### config.mk
export PLATFORM = sky130hd
export DESIGN_NAME = pipe_stage_skid
export DESIGN_NICKNAME = d
export VERILOG_FILES = /design/src/rtl/pipe_stage_skid.sv
export SDC_FILE = /design/constraint.sdc
export NUM_CORES = 1
export LEC_CHECK = 0
export BUFFER_PORTS_ARGS = -buffer_cell sky130_fd_sc_hd__buf_2
export CORE_MARGIN = 5
export CORE_UTILIZATION = 45
export CTS_BUF_LIST = sky130_fd_sc_hd__clkbuf_4
export CTS_CLUSTER_DIAMETER = 40
export CTS_CLUSTER_SIZE = 12
export DETAILED_ROUTE_END_ITERATION = 7
export PLACE_DENSITY_LB_ADDON = 0.25
export SLEW_MARGIN = 20
export SYNTH_ARGS = -nofsm -noshare
export SYNTH_HDL_FRONTEND = slang
export SYNTH_SLANG_ARGS = --single-unit
### constraint.sdc
create_clock -name clk -period 1.8 [get_ports clk]
set_input_delay 0.36 -clock clk [delete_from_list [all_inputs] [get_ports clk]]
set_output_delay 0.36 -clock clk [all_outputs]
set_load 0.05 [all_outputs]
### src/rtl/pipe_stage_skid.sv
// Pipeline stage register with a two-entry skid buffer, valid/ready handshake and flush.
// Define PIPE_STALL_CNT_EN to add a saturating stall_cnt output.
//
// state | meaning
// EMPTY | no payload held, in_ready = 1
// ONE   | main entry valid, skid empty, in_ready = 1
// FULL  | main and skid valid, in_ready = 0
module pipe_stage_skid #(
    parameter int          DATA_W         = 32,
    parameter logic [63:0] RST_VAL        = 64'd0,
    parameter int          FLUSH_CLR_DATA = 1
) (
    input  logic              clk,
    input  logic              rst,
    input  logic              flush,
    input  logic              in_valid,
    output logic              in_ready,
    input  logic [DATA_W-1:0] in_data,
    output logic              out_valid,
    input  logic              out_ready,
    output logic [DATA_W-1:0] out_data,
    output logic [1:0]        occupancy
`ifdef PIPE_STALL_CNT_EN
    ,
    output logic [31:0]       stall_cnt
`endif
);

    localparam logic [DATA_W-1:0] RST_D = DATA_W'(RST_VAL);

    // encoding is {skid_v, main_v}
    typedef enum logic [1:0] {
        EMPTY = 2'b00,
        ONE   = 2'b01,
        FULL  = 2'b11
    } state_t;

    state_t            state;
    logic [DATA_W-1:0] main_q;
    logic [DATA_W-1:0] skid_q;
    logic              in_ready_q;
    logic [1:0]        occ_q;
    logic              in_hs;
    logic              out_hs;

    assign out_valid = state[0];
    assign in_ready  = in_ready_q;
    assign out_data  = main_q;
    assign occupancy = occ_q;
    assign in_hs     = in_valid && in_ready_q;
    assign out_hs    = state[0] && out_ready;

    always_ff @(posedge clk or negedge rst) begin
        if (!rst) begin
            state      <= EMPTY;
            main_q     <= RST_D;
            skid_q     <= RST_D;
            in_ready_q <= 1'b1;
            occ_q      <= 2'd0;
        end else if (flush) begin
            state      <= EMPTY;
            in_ready_q <= 1'b1;
            occ_q      <= 2'd0;
            if (FLUSH_CLR_DATA != 0) begin
                main_q <= RST_D;
                skid_q <= RST_D;
            end
        end else begin
            case (state)
                EMPTY: begin
                    if (in_hs) begin
                        main_q <= in_data;
                        state  <= ONE;
                        occ_q  <= 2'd1;
                    end
                end
                ONE: begin
                    if (in_hs && out_hs) begin
                        main_q <= in_data;
                    end else if (out_hs) begin
                        state <= EMPTY;
                        occ_q <= 2'd0;
                    end else if (in_hs) begin
                        skid_q     <= in_data;
                        state      <= FULL;
                        in_ready_q <= 1'b0;
                        occ_q      <= 2'd2;
                    end
                end
                FULL: begin
                    if (out_hs) begin
                        main_q     <= skid_q;
                        state      <= ONE;
                        in_ready_q <= 1'b1;
                        occ_q      <= 2'd1;
                    end
                end
                default: begin
                    state      <= EMPTY;
                    in_ready_q <= 1'b1;
                    occ_q      <= 2'd0;
                end
            endcase
        end
    end

`ifdef PIPE_STALL_CNT_EN
    always_ff @(posedge clk or negedge rst) begin
        if (!rst) begin
            stall_cnt <= 32'd0;
        end else if (state[0] && !out_ready && (stall_cnt != 32'hFFFF_FFFF)) begin
            stall_cnt <= stall_cnt + 32'd1;
        end
    end
`endif

endmodule

**Word-level counts from Yosys, hierarchy flattened**

Cells that the tools add are included.

- Equality and inequality tests: 12
- Muxes and demuxes: 27
- Reduce and logical (&&, ||, !) cells: 11

Operator list:

| kind | number |
|---|---|
| $mux 32 | 8 |
| $pmux 32 s3 | 1 |
| $mux 2 | 10 |
| $ne 3x3->1 const B | 6 |
| $pmux 2 s3 | 2 |
| $reduce_and 4->1 | 3 |
| $ne 2x2->1 const B | 3 |
| $mux 1 | 5 |
| $reduce_and 5->1 | 1 |
| $ne 4x4->1 const B | 1 |
| $reduce_bool 2->1 | 2 |
| $reduce_bool 4->1 | 1 |
| $logic_and 1x1->1 | 3 |
| $pmux 1 s3 | 1 |
| $eq 2x1->1 const B | 1 |
| $eq 2x2->1 const B | 1 |
| $logic_not 2->1 | 1 |

- Register bits after elaboration: 69
- Input bits: 37
- Output and inout bits: 36
- Logic and storage cells: 55

**Depth between registers and ports, before layout**

Gate-level depths: netlist of run 1.

- Word-level depth: 6
- Gate-level depth with buffers: 8

**Least setup slack after synthesis of run 1**

OpenSTA, ideal clock, no wires.

- Kind: reg-to-reg
- Start point: register state[1]
- End point: register main_q[0] (netlist: out_data[0])
- Data arrival time: 2076 ps
- Data required time: 1676 ps
- Slack: -401 ps
- Stages on the path, launching flop included: 9
- Path buffers: 2
- Clock period less this slack: 2201 ps
- Cell sequence: dfrtp_1 inv_1 ha_1 buf_6 or3b_1 a21oi_2 a41oi_2 buf_6 mux2i_1

- Word-level cells in the longest chain between the ends: 3
- Elaborated cells between the ends (all ways): 10
- Those cells by class: eq/ne: 5; mux: 2; reduce/logical: 3

RTL lines:

| what | line | RTL |
|---|---|---|
| start, declared | 38 | `state_t state;` |
| start signal, assigned | 55 | `state <= EMPTY;` |
| start signal, assigned | 61 | `state <= EMPTY;` |
| start signal, assigned | 73 | `state <= ONE;` |
| $eq 2x1->1, or another cell as far along | 69 | `case (state)` |
| $ne 3x3->1 (no line), or another cell as far along | - |  |
| $reduce_and 4->1 (no line) or $mux 32 (tied branches) | - |  |
| end signal, assigned | 72 | `main_q <= in_data;` |
| end signal, assigned | 79 | `main_q <= in_data;` |
| end signal, assigned | 92 | `main_q <= skid_q;` |
| end, declared | 39 | `logic [DATA_W-1:0] main_q;` |

Parallel ways exist; a longest one is shown, timed or not.
A chain may end at the register's enable or synchronous reset.

**Worst setup path in the final report of run 1**

- Start point: register state[0]
- End point: register main_q[8] (netlist: out_data[8])

- Word-level cells in the longest chain between the ends: 4
- Elaborated cells between the ends (all ways): 12
- Those cells by class: eq/ne: 5; mux: 2; reduce/logical: 5

RTL lines:

| what | line | RTL |
|---|---|---|
| $logic_and 1x1->1 | 51 | `assign out_hs = state[0] && out_ready;` |
| $logic_and 1x1->1 | 78 | `if (in_hs && out_hs) begin` |
| $ne 3x3->1 (no line) | - |  |
| $reduce_and 4->1 (no line) | - |  |

Parallel ways exist; a longest one is shown, timed or not.

==> results of run 1 <==
## registers in the layout (all words and copies together), names as in the netlist
| name | count |
|---|---|
| state | 2 |
| occupancy | 1 |
| out_data | 32 |
| in_ready | 1 |
| skid_q | 32 |
## worst paths after layout
check                                 start           to  cells past startpoint
worst min-delay path            in_data[31]   skid_q[31]                      3
min in group asynchronous               rst     state[1]                      2
max in group asynchronous               rst     in_ready                      3
worst min register to register    skid_q[1]    skid_q[1]                      2
worst max register to register     state[0]  out_data[8]                      6
worst max-delay path               state[0]  out_data[8]                      6
## synth_stat cells (2+ instances only)
cell,instances,share of area (%)
a21oi_1,35,5.1
buf_2,7,1.0
buf_6,4,1.3
clkbuf_1,15,1.6
dfrtp_1,67,49
ha_1,4,1.5
inv_1,3,0.33
mux2_2,33,11
mux2i_1,32,9.4
nand2_1,133,15
nand3_1,2,0.29
nor2_1,3,0.33
o21ai_0,2,0.29
## metal layers
metal,part of all wire [%],wire length (um),vias to the layer above
li1,-,-,1345
met1,46,3980,1371
met2,49,4220,70
met3,4.0,343,11
met4,1.1,95,2
met5,0.15,13,-
## tightest hold or removal path, stage by stage
cell     delay (ns)
buf_2          0.10
nand2_1        0.05
a21oi_1        0.05
## cells by family after synthesis
group	count (synthesis)
AOI/OAI and AO/OA	45
xor gates and xnor gates	1
adders and majority gates	4
buffers and inverters	29
DFF	68
muxes	65
and+or+nand+nor	143
## stage by stage
stage          setup WS [ns]  cells  setup TNS [ns]  hold WS, ns  cell area [sq um]
2_1_floorplan         -0.137    355           -4.14       0.0644               3440
3_3_place_gp          0.0222    520               0        0.233               3990
3_5_place_dp         -0.0558    520          -0.654        0.242               3990
4_1_cts              -0.0654    541          -0.704        0.158               4200
5_1_grt               -0.145    541           -3.54        0.155               4240
6_report             -0.0850    541           -1.73        0.176               4240
## final cells by class
| type | count | share of cell area (%) |
|---|---|---|
| Clock buffer | 10 | 1.77 |
| Clock inverter | 6 | 1.30 |
| Inverter | 3 | 0.266 |
| Multi-Input combinational cell | 258 | 38.7 |
| Sequential cell | 68 | 40.3 |
| Tap cell | 99 | 2.92 |
| Timing Repair Buffer | 97 | 14.7 |
## power by group
group	internal [uW]	total, uW	switching, uW
registers	1820	2000	175
clock network	428	978	550
logic	887	2520	1630
## timing repair
item,in CTS,in global routing
pin swaps,0,3
hold endpoints to repair,7,0
cloned,1,0
gates resized for setup,6,14
setup buffers,3,1
hold buffers,1,0
setup endpoints to repair,33,67
==> run summary, run 1 <==
The class of the most critical hold timing path is input port to flip-flop. The post-synthesis share of cell area spent on and, or, nand and nor gates is roughly 16%. The worst-case IR drop observed on VDD is 0.000627 V. The count of buffering cells on the critical path with inverters included is 1.

The number of maximum-capacitance violations is 0. The post-route total power came out at 5490 uW. The relative max-transition margin is 76.5%. The post-synthesis net count came out at 396. The y dimension of the die came out at 97.2 um. The number of enable flip-flop cells after synthesis came out at 0. The number of warnings issued by yosys is 0. The row count is 31.

The worst path setup slack after routing is -0.0850 ns. Entering global routing, the biggest net connects 29 pins. The filler cells instantiated in the layout total roughly 680. STA classifies the critical path endpoint as a flip-flop. The multiplexer fraction of the synthesized cell area came out at roughly a fifth. The worst setup path is launched from a flip-flop. In the layout the commonest cells are 131 x nand2_1, 71 x buf_2, 65 x dfrtp_1.

The area used by multi-input combinational logic came out at between 0.0015 and 0.002 sq mm. The final core utilization is 57.8%. The overall global routing resource usage is a little under a fifth. The CTS buffer count is 9. The share of the clock period used by the worst path after layout came out at 105%. Based on the critical path, the design can be clocked at up to 531 MHz. The adder and majority cell fraction of the synthesized area came out at 1.46%.

The detailed-route vias per instance is about 5.2. The wire length of the first global-routing pass is about 14 mm. Summed over all nets, the half-perimeter wirelength after detailed placement is between 5 and 6 mm. Summing the areas of all xor and xnor instances in the mapped netlist gives 0.256% of the synthesized area. TritonCTS built the clock tree. After synthesis, the mean cell area works out to 9.63 sq um. Input and output buffers added on the ports amount to 72. The count of nets left with antenna violations once routing finished came out at 0. The via count of the first global-routing pass came out at 2,873. The top fanout value on the critical path came out at 12. The setup path with the least slack is of type flip-flop to flip-flop. The fraction of met3 tracks used by global routing came out at 3.80%. The power density over cell area came out at approximately 1300 mW/mm^2. Setup violations remaining at the end of the flow were counted as 32. Clock tree synthesis selected as its root buffer the cell clkbuf_4. The number of detailed-routing iterations run before antenna repair came out at 4. The synthesized design contains 68 register bits. The die covers 0.00944 sq mm. The worst-case register-to-register setup slack came out at -0.09 ns. The required time at the endpoint of the critical path came out at 2.10 ns.

The hold violation count in the final report is 0. The I/O pin count came out at 73. The sequential area share after synthesis came out at between 40 and 50%.

The clock reaches the later pin of the worst-skew pair after 0.41 ns. The routed design could run at a clock period as short as between 1.5 and 2 ns. Clock tree synthesis found a total of 68 sinks. The post-synthesis cell type count came out at 28. The relative area change from synthesis to final layout is 23.9%.

The setup skew after layout is 0.0167 ns. The met1 usage in global routing is 24.9%. The synthesized-area fraction occupied by ao, oa, aoi and oai cells is between 7 and 8%. The checks that failed: negative setup slack. The core region is 0.00733 sq mm. The most used flip-flop cell after synthesis is dfrtp_1. After the first detailed-routing iteration, the DRC count stood at 115. The flow ran to the end, but the final reports show violations. The initial core utilization is between 40% and 50%.

The DRC violations left came out at 0. The die width is 97.2 um. For the pin with the worst max-slew slack, the measured transition is 0.353 ns. On the worst path, the slowest cell contributes a delay of 0.51 ns. The final max-slew violation count is 0. The peak-usage layer in the global routing report is met2.

The maximum count of clock buffers along a single path came out at 2. The most common cell after layout, fill and taps aside is nand2_1. At the end of routability-driven placement, the weighted congestion stood at 0.764. The number of antenna violations at the first check in global routing came out at 1. The H-tree generated during clock tree synthesis spans 3 levels.

The slowest stage of the critical path belongs to the cell dfrtp_4. The kind of cell adding the most delay to the critical path is flip-flops. Global routing finished with a remaining overflow of 0.

The fraction of met2 tracks used by global routing came out at around 30%. The count of mapped cells out of synthesis came out at about 360. For this run, asynchronously set or reset flops after synthesis account for 100%.

Setup repair after global routing could not meet its margin everywhere. The standby leakage power is roughly 0.0021 uW. The detailed-route via count came out at 2,799. The net count of the finished layout is 478. STA puts the critical path data arrival time at ~2.2 ns.

The number of antenna cells inserted came out at 0. Cells with a size suffix above 1 make up 36.9% of the layout. Clock-pin slew was measured on the worst setup and hold paths at 0.13 ns. The final layout contains routed wiring with a total length of between 8 and 9 mm. The signal on the critical path passes through ha_2, or3b_4, a21oi_4, a41oi_4, buf_12, mux2i_2. The mean routed wirelength per cell is 16.0 um. The sequential cells in the finished layout cover a total of 0.00171 sq mm. By area, the combinational part of the netlist is dominated by multiplexers. The netlist area before placement is between 0.003 and 0.004 sq mm.
Power figures use the tool's default switching activity.
==> inputs of run 2 (changes only) <==
ABC_AREA = 1   (was default)
TNS_END_PERCENT = 5   (was default)
==> run summary, run 2 <==
The run finished with clean final reports. The worst-case IR drop observed on VDD is 0.00107 V. The count of nets after finishing came out at 551.

Per report_power, the combinational group accounts for ~50% of the total. The share of the clock period used by the worst path after layout came out at 91.5%. In the global route stage, met1 resource usage came out at 27.9%.

The design draws roughly 7200 uW. The number of antenna cells inserted is 0. The hold violation count in the final report is 0. The area share of the leading cell type in the synthesized netlist came out at 49.8%. The mean routed wirelength per cell is 13.7 um.

The maximum count of clock buffers along a single path came out at 2. At the later pin of the worst-skew pair, clock insertion delay measures 0.41 ns. TritonCTS built the clock tree. Net switching is 50.0% of the power.

The total wire length is 8.44 mm. The depth of the CTS H-tree came out at 3. Sorting the synthesized cells by area gives the leading types as dfrtp_1 50%, nand2_1 17%, o21ai_0 9.2%. Headroom to the max-slew limit came out at 69.0%.

The die width is between 90 and 100 um. Setup repair after global routing could not meet its margin everywhere. The number of antenna violations at the first check in global routing was 0. The final max-slew violation count came out at 0. The worst path meets setup with roughly 0.15 ns of slack. The clock drives between 60 and 70 sinks. The startpoint-to-endpoint class of the critical path is flip-flop to flip-flop.

dfrtp_1 takes more of the synthesized area than any other cell. The tree is rooted in a clkbuf_4. Port buffering added 72 buffers. Walking the worst path, the cells encountered are inv_1, ha_1, nand2_1, nor2_4, nor2_8, nand2_8, nand2_1, nand2_1. The class of the most critical hold timing path is input port to flip-flop.

The standby leakage power is approximately 0.0022 uW. The share of layout cells above drive strength 1 came out at 21.7%. The top fanout value on the critical path is 32. The number of enable flip-flop cells after synthesis is 0.

The DRC violations left came out at 0. For this design the total switching power over the nets is around 3600 uW. The worst setup path is captured at a flip-flop.

Derived from the worst setup path, the maximum achievable clock frequency is 607 MHz. The post-layout instance area is 0.00405 sq mm. Leaving out fill and tap cells, the most frequent cell in the layout is nand2_1. The count of routing violations after the opening detailed-route iteration is 197.

STA puts the critical path data required time at 2.10 ns. Global routing consumed, over all layers together, about a fifth of the routing resources. The commonest cells after synthesis are 152 x nand2_1, 69 x nor2_1, 67 x dfrtp_1, 62 x o21ai_0, 35 x nand3_1.

The slowest stage of the critical path is the dfrtp_1 cell. Once the floorplan was initialized, standard cells occupied 46.4% of the core. The largest single stage delay on the critical path is around 0.43 ns. The count of final setup violators came out at 0.

The last weighted congestion value of the routability-driven placer came out at 0.808. The cell that appears most often on the critical path is nand2_1. Using the TritonRoute via totals, the vias-per-cell ratio works out to 4.92.

At the end of the flow the core is filled with cells to between 50% and 60%. The kind of cell adding the most delay to the critical path is simple AND/OR/NAND/NOR gates. By instance count, the leading cell after synthesis is nand2_1. The internal power came out at 3600 uW. The worst slack at placement came out at a little under 0.06 ns. The via count of the first global-routing pass came out at 2,971.

The row count came out at 31. The hold slack came out at between 0.15 and 0.2 ns. The setup skew after layout is around 0.021 ns.

The die is between 90 and 100 um tall. The wire length of the first global-routing pass is 14.3 mm. The detailed-route via count came out at 3,021.

The maximum number of pins on one net before global-route repair came out at between 40 and 50. In this run, distinct cell masters in the synthesized netlist total 21. The flip-flop and latch count after synthesis is 68. The area of the die came out at 0.00931 sq mm. The netlist area before placement is 0.00337 sq mm. The number of maximum-capacitance violations is 0.

The total congestion overflow came out at 0. The buffer count from post-CTS setup fixing is 0. The number of clock buffers added by TritonCTS is 9.

The top cell types in the final layout, fill and taps aside, are 152 x nand2_1, 72 x buf_2, 69 x nor2_1. For the pin with the worst max-slew slack, the measured transition is 0.465 ns. The number of detailed-routing iterations run before antenna repair came out at 4.

The count of buffering cells on the critical path with inverters included is 1. The clock network fraction of total power came out at 17.5%. The fraction of power consumed by sequential logic came out at about a third. The cell area reported after detailed placement is between 0.003 and 0.004 sq mm. The I/O pin count is 73. The core footprint came out at slightly above 0.007 sq mm. The average size of a mapped cell is ~7.7 sq um.

The sequential area share after synthesis came out at 50.6%. After clock tree synthesis, the clock-pin slew on the worst setup and hold paths is 0.13 ns. The relative area change from synthesis to final layout is 20.3%.

The remaining number of nets flagged by the antenna check after routing came out at 0. The global routing stage identified its most utilized layer as met2. The most instantiated flip-flop cell in the synthesis netlist is dfrtp_1.

The Yosys step of the flow raised 0 warnings. For this design the ratio of total power to cell area is 1780 mW/mm^2. The count of mapped cells out of synthesis is 439. The post-synthesis net count came out at 480. The HPWL after detailed placement is 5.62 mm. The smallest clock period supported by the final layout is computed as 1.65 ns. The worst setup path is launched from a flip-flop. The worst path arrival time came out at roughly 2.0 ns. Of all flip-flops after synthesis, the portion carrying an async set or reset was 100%.

The fraction of met2 tracks used by global routing is 31.0%. For this run, global-route usage on met3 was measured as 4.42%.
==> run 2: cell count changes after synthesis, sizes merged, moves of 2 or more <==
cell / before / now
nand3: 2 / 35
nor2: 3 / 72
a21oi: 36 / 3
clkbuf: 15 / 13
mux2i: 32 / 0
inv: 3 / 10
nand2: 133 / 153
o21ai: 2 / 64
mux2: 33 / 0
buf: 11 / 15
==> run 2: power by group through the flow <==
stage	clock (uW)	sequential, uW	combinational [uW]
global placement	0	2370	3510
detailed placement	0	2370	3560
floorplan	0	3720	1370
global route	1380	2420	3910
CTS	1300	2350	3570
finish	1260	2360	3590
==> run 2: layer usage <==
layer | wire [um] | vias up
met4 | 74 | 0
met3 | 531 | 6
li1 | - | 1541
met2 | 3950 | 92
met5 | 0 | -
met1 | 3890 | 1382
==> run 2: path summary, 6_finish.rpt <==
path                             startpoint            to  slack, ns  cells after the start
worst max-delay path               state[1]  out_data[24]       0.15                      8
worst min-delay path            in_data[26]    skid_q[26]       0.20                      3
worst max register to register     state[1]  out_data[24]       0.15                      8
worst min register to register  out_data[8]   out_data[8]       0.48                      2
max in group asynchronous               rst      state[0]       0.87                      3
min in group asynchronous               rst  out_data[14]       0.42                      2
==> run 2: through the flow <==
step | instances | TNS [ns]
2_1_floorplan | 439 | 0
3_3_place_gp | 597 | 0
3_5_place_dp | 597 | 0
4_1_cts | 614 | 0
5_1_grt | 614 | -0.190
6_report | 614 | 0
==> run 2: cell type report <==
type	instances	area [sq um]
fill	721	3200
sequential	68	1700
multi-input combinational	333	1480
timing repair buffer	88	528
tap	99	124
clock inverter	7	114
clock buffer	9	67.6
inverter	10	37.5
==> run 2: cells by family after synthesis <==
logic type / synth area share, %
DFF: 50.6
AOI/OAI and AO/OA: 10.6
buffers and inverters: 5.99
and+or+nand+nor: 31.3
adders and majority gates: 1.49
==> run 2: worst min-delay path: cells and delay by family <==
| family | cells | cell delay, ns |
|---|---|---|
| buffers and inverters | 1 | 0.10 |
| AOI/OAI and AO/OA | 1 | 0.07 |
| and+or+nand+nor | 1 | 0.05 |
==> run 2: repair_timing <==
item,4_1_cts,5_1_grt
hold buffers,1,0
gates resized for setup,0,5
endpoints found under the hold margin,15,0
setup endpoints to repair,0,35
==> inputs of run 3 (changes only) <==
--- a/config.mk
+++ b/config.mk
@@ -7,3 +7,2 @@
 export LEC_CHECK = 0
-export ABC_AREA = 1
 export BUFFER_PORTS_ARGS = -buffer_cell sky130_fd_sc_hd__buf_2
@@ -13,3 +12,2 @@
 export CTS_CLUSTER_DIAMETER = 40
-export CTS_CLUSTER_SIZE = 12
 export DETAILED_ROUTE_END_ITERATION = 7
--- a/constraint.sdc
+++ b/constraint.sdc
@@ -3,2 +3,2 @@
 set_output_delay 0.36 -clock clk [all_outputs]
-set_load 0.05 [all_outputs]
+set_load 0.02 [all_outputs]
==> run summary, run 3 (synthesis results as in run 1) <==
The CTS clock-pin slew for the worst setup and hold paths is 0.13 ns. For this run, the post-layout net count is roughly 470. The met1 usage in global routing came out at 21.8%.

At the worst endpoint, the arrival time is 2.12 ns. The number of antenna cells inserted came out at 0. The upper clock frequency limit came out at 560 MHz. The row count came out at 31. Detailed placement finished with a half-perimeter wire length of 5.21 mm. The last weighted congestion value of the routability-driven placer came out at about 0.8. After detailed routing, the number of remaining DRC violations is 0. Summing all multi-input logic gate instances after layout gives 0.00164 sq mm. Overall power consumption after layout is estimated at ~5000 uW.

The die covers 0.00944 sq mm. For the worst-skew pair, the clock arrives at the later sink with an insertion delay of 0.42 ns. The count of cells along the worst hold path came out at 3. The switching share of total power is a little under two fifths. Of the total power, the clock network draws 20.8%. The portion of total power attributed to combinational logic came out at 38.7%. TritonCTS built the clock tree. The fraction of met2 tracks used by global routing came out at 27.5%.

The worst voltage drop across the vdd grid is 0.000664 V. The count of routing violations after the opening detailed-route iteration is 84. The internal power came out at between 3000 and 4000 uW. The fraction of power consumed by sequential logic came out at approximately two fifths.

For this run the aggregate overflow at the end of global routing stands at 0. The peak-usage layer in the global routing report is met2. The detailed-route via count is 2,677. The number of maximum-capacitance violations came out at 0.

The worst setup path is captured at a flip-flop. The clock drives 68 sinks. After detailed routing, the average wire length per cell comes to 14.6 um. In this run the critical register-to-register path is captured at out_data[11]. The library cell used most frequently in the layout, excluding fill and tap cells, is nand2_1.

The first detailed-routing pass took 4 iterations. At the pin with the least slew margin, the transition time is 0.376 ns. Across all register-to-register paths, the minimum setup slack is 0.01 ns. After routing the design area is 0.00420 sq mm.

The maximum number of pins on one net before global-route repair is 69. The overall global routing resource usage is 17.4%. Clock tree synthesis inserted a total of 9 buffers. Setup repair after global routing could not meet its margin everywhere.

The share of layout cells above drive strength 1 is a little over a third. In the global route stage, met3 resource usage came out at between 5 and 6%. During I/O placement, the number of pins put on the boundary was 73. The path with the worst hold slack has its endpoint at skid_q[24]. The power density over cell area came out at 1180 mW/mm^2.

The cell area reported after detailed placement came out at 0.00399 sq mm. The setup skew after layout came out at 0.0207 ns. Counting I/O delays and the setup requirement, the final critical path takes 1.79 ns. The worst register-to-register path begins at state[0]. The number of antenna violations at the first check in global routing is 0. In the routed layout, each cell is associated on average with a via count of around 5. The count of final setup violators came out at 0. The wire length of the first global-routing pass came out at 13.3 mm.

The depth of the worst register-to-register path came out at 7. Wires add up to ~8 mm. The maximum count of clock buffers along a single path is 2.

The flow ran to the end, and the final reports show no timing, DRC or antenna violations. The register area is 0.00171 sq mm. The initial core utilization is 46.6%.

The die is 97.2 um wide. The depth of the CTS H-tree came out at 3. The via count of the first global-routing pass came out at 2,714. STA puts the critical path data required time at about 2.1 ns. The worst setup path is of the flip-flop to flip-flop kind. In the finished design, the share of the clock period the worst path needs comes to 99.3%. The relative max-transition margin is about three quarters. The core footprint came out at 0.00733 sq mm. The final max-slew violation count came out at 0.

The y dimension of the die is 97.2 um. The beginning of the critical path is state[0]. The standby leakage power came out at 0.00208 uW. The count of buffers from port buffering is 72. The hold path startpoint is in_data[24]. The clock root buffer is clkbuf_4. The top fanout value on the critical path is 18. The relative area change from synthesis to final layout is 22.7%. Summed over all nets, the switching power comes to 1850 uW. The fill cell instance count of the final layout is 678.

The hold violation count in the final report came out at 0. The remaining number of nets flagged by the antenna check after routing came out at 0. In the layout the commonest cells are 132 x nand2_1, 72 x buf_2, 65 x dfrtp_1. The tightest min-delay check is of the input port to flip-flop type. The worst setup path is launched from a flip-flop.
-- run 3: changes by cell type in the layout (fill, tap and decap cells not counted), sizes merged, moves of 7 or more --
cell   before  now
nand2     153  133
mux2        0   33
inv        11    4
o21ai      64    2
nor2       72    3
mux2i       0   32
a21oi       3   36
nand3      35    2
-- run 3: repair_timing --
item                       4_1_cts  5_1_grt
gates resized for setup          4        3
hold endpoints to repair        67        0
buffers inserted                 1        0
setup endpoints to repair       13       33
hold buffers                     1        0
-- run 3: per-stage QoR --
stage	utilization, %	hold WS [ns]	TNS (ns)	worst slack, ns	cells
2_1_floorplan	-	0.0644	-0.854	-0.0285	355
3_3_place_gp	54.5	0.412	0	0.0371	516
3_5_place_dp	54.5	0.412	-0.0228	-0.0197	516
4_1_cts	57.1	0.154	0	0.00365	534
5_1_grt	57.2	0.145	-0.836	-0.0693	534
6_report	57.2	0.168	0	0.0132	534
-- run 3: per-layer routing --
layer	vias to the layer above	wire (um)
met5	-	0
met4	0	162
met3	13	455
met2	57	3670
met1	1270	3490
li1	1337	-
-- run 3: layout make-up --
| cell class | count | share of cell area, % |
|---|---|---|
| clock inverter | 7 | 1.82 |
| tap | 99 | 2.95 |
| sequential | 68 | 40.7 |
| clock buffer | 9 | 1.61 |
| timing repair buffer | 90 | 13.7 |
| inverter | 3 | 0.328 |
| multi-input combinational | 258 | 39.0 |
-- run 3: worst max-delay path by stage --
stage               slack (ns)  cells past startpoint           end
finish                    0.01                      7  out_data[11]
global route             -0.07                      7   out_data[7]
CTS                      0.004                      7  out_data[11]
detailed placement       -0.02                      6  out_data[11]
global placement          0.04                      6   out_data[3]
floorplan                -0.03                      7   out_data[0]
-- run 3: power by group through the flow --
stage | Sequential, uW | Combinational (uW) | Clock, uW
5_1_grt | 2040 | 2090 | 1130
2_1_floorplan | 2260 | 1000 | 0
3_3_place_gp | 2010 | 1830 | 0
6_report | 2000 | 1910 | 1030
3_5_place_dp | 2020 | 1860 | 0
4_1_cts | 2000 | 1910 | 1050
-- run 3: worst max-delay path: stages (launching register included) --
cell and delay [ns]:
dfrtp_2 0.49, inv_2 0.10, ha_4 0.13, or3b_4 0.38
a21oi_4 0.15, a41oi_4 0.07, buf_12 0.21, mux2i_1 0.18
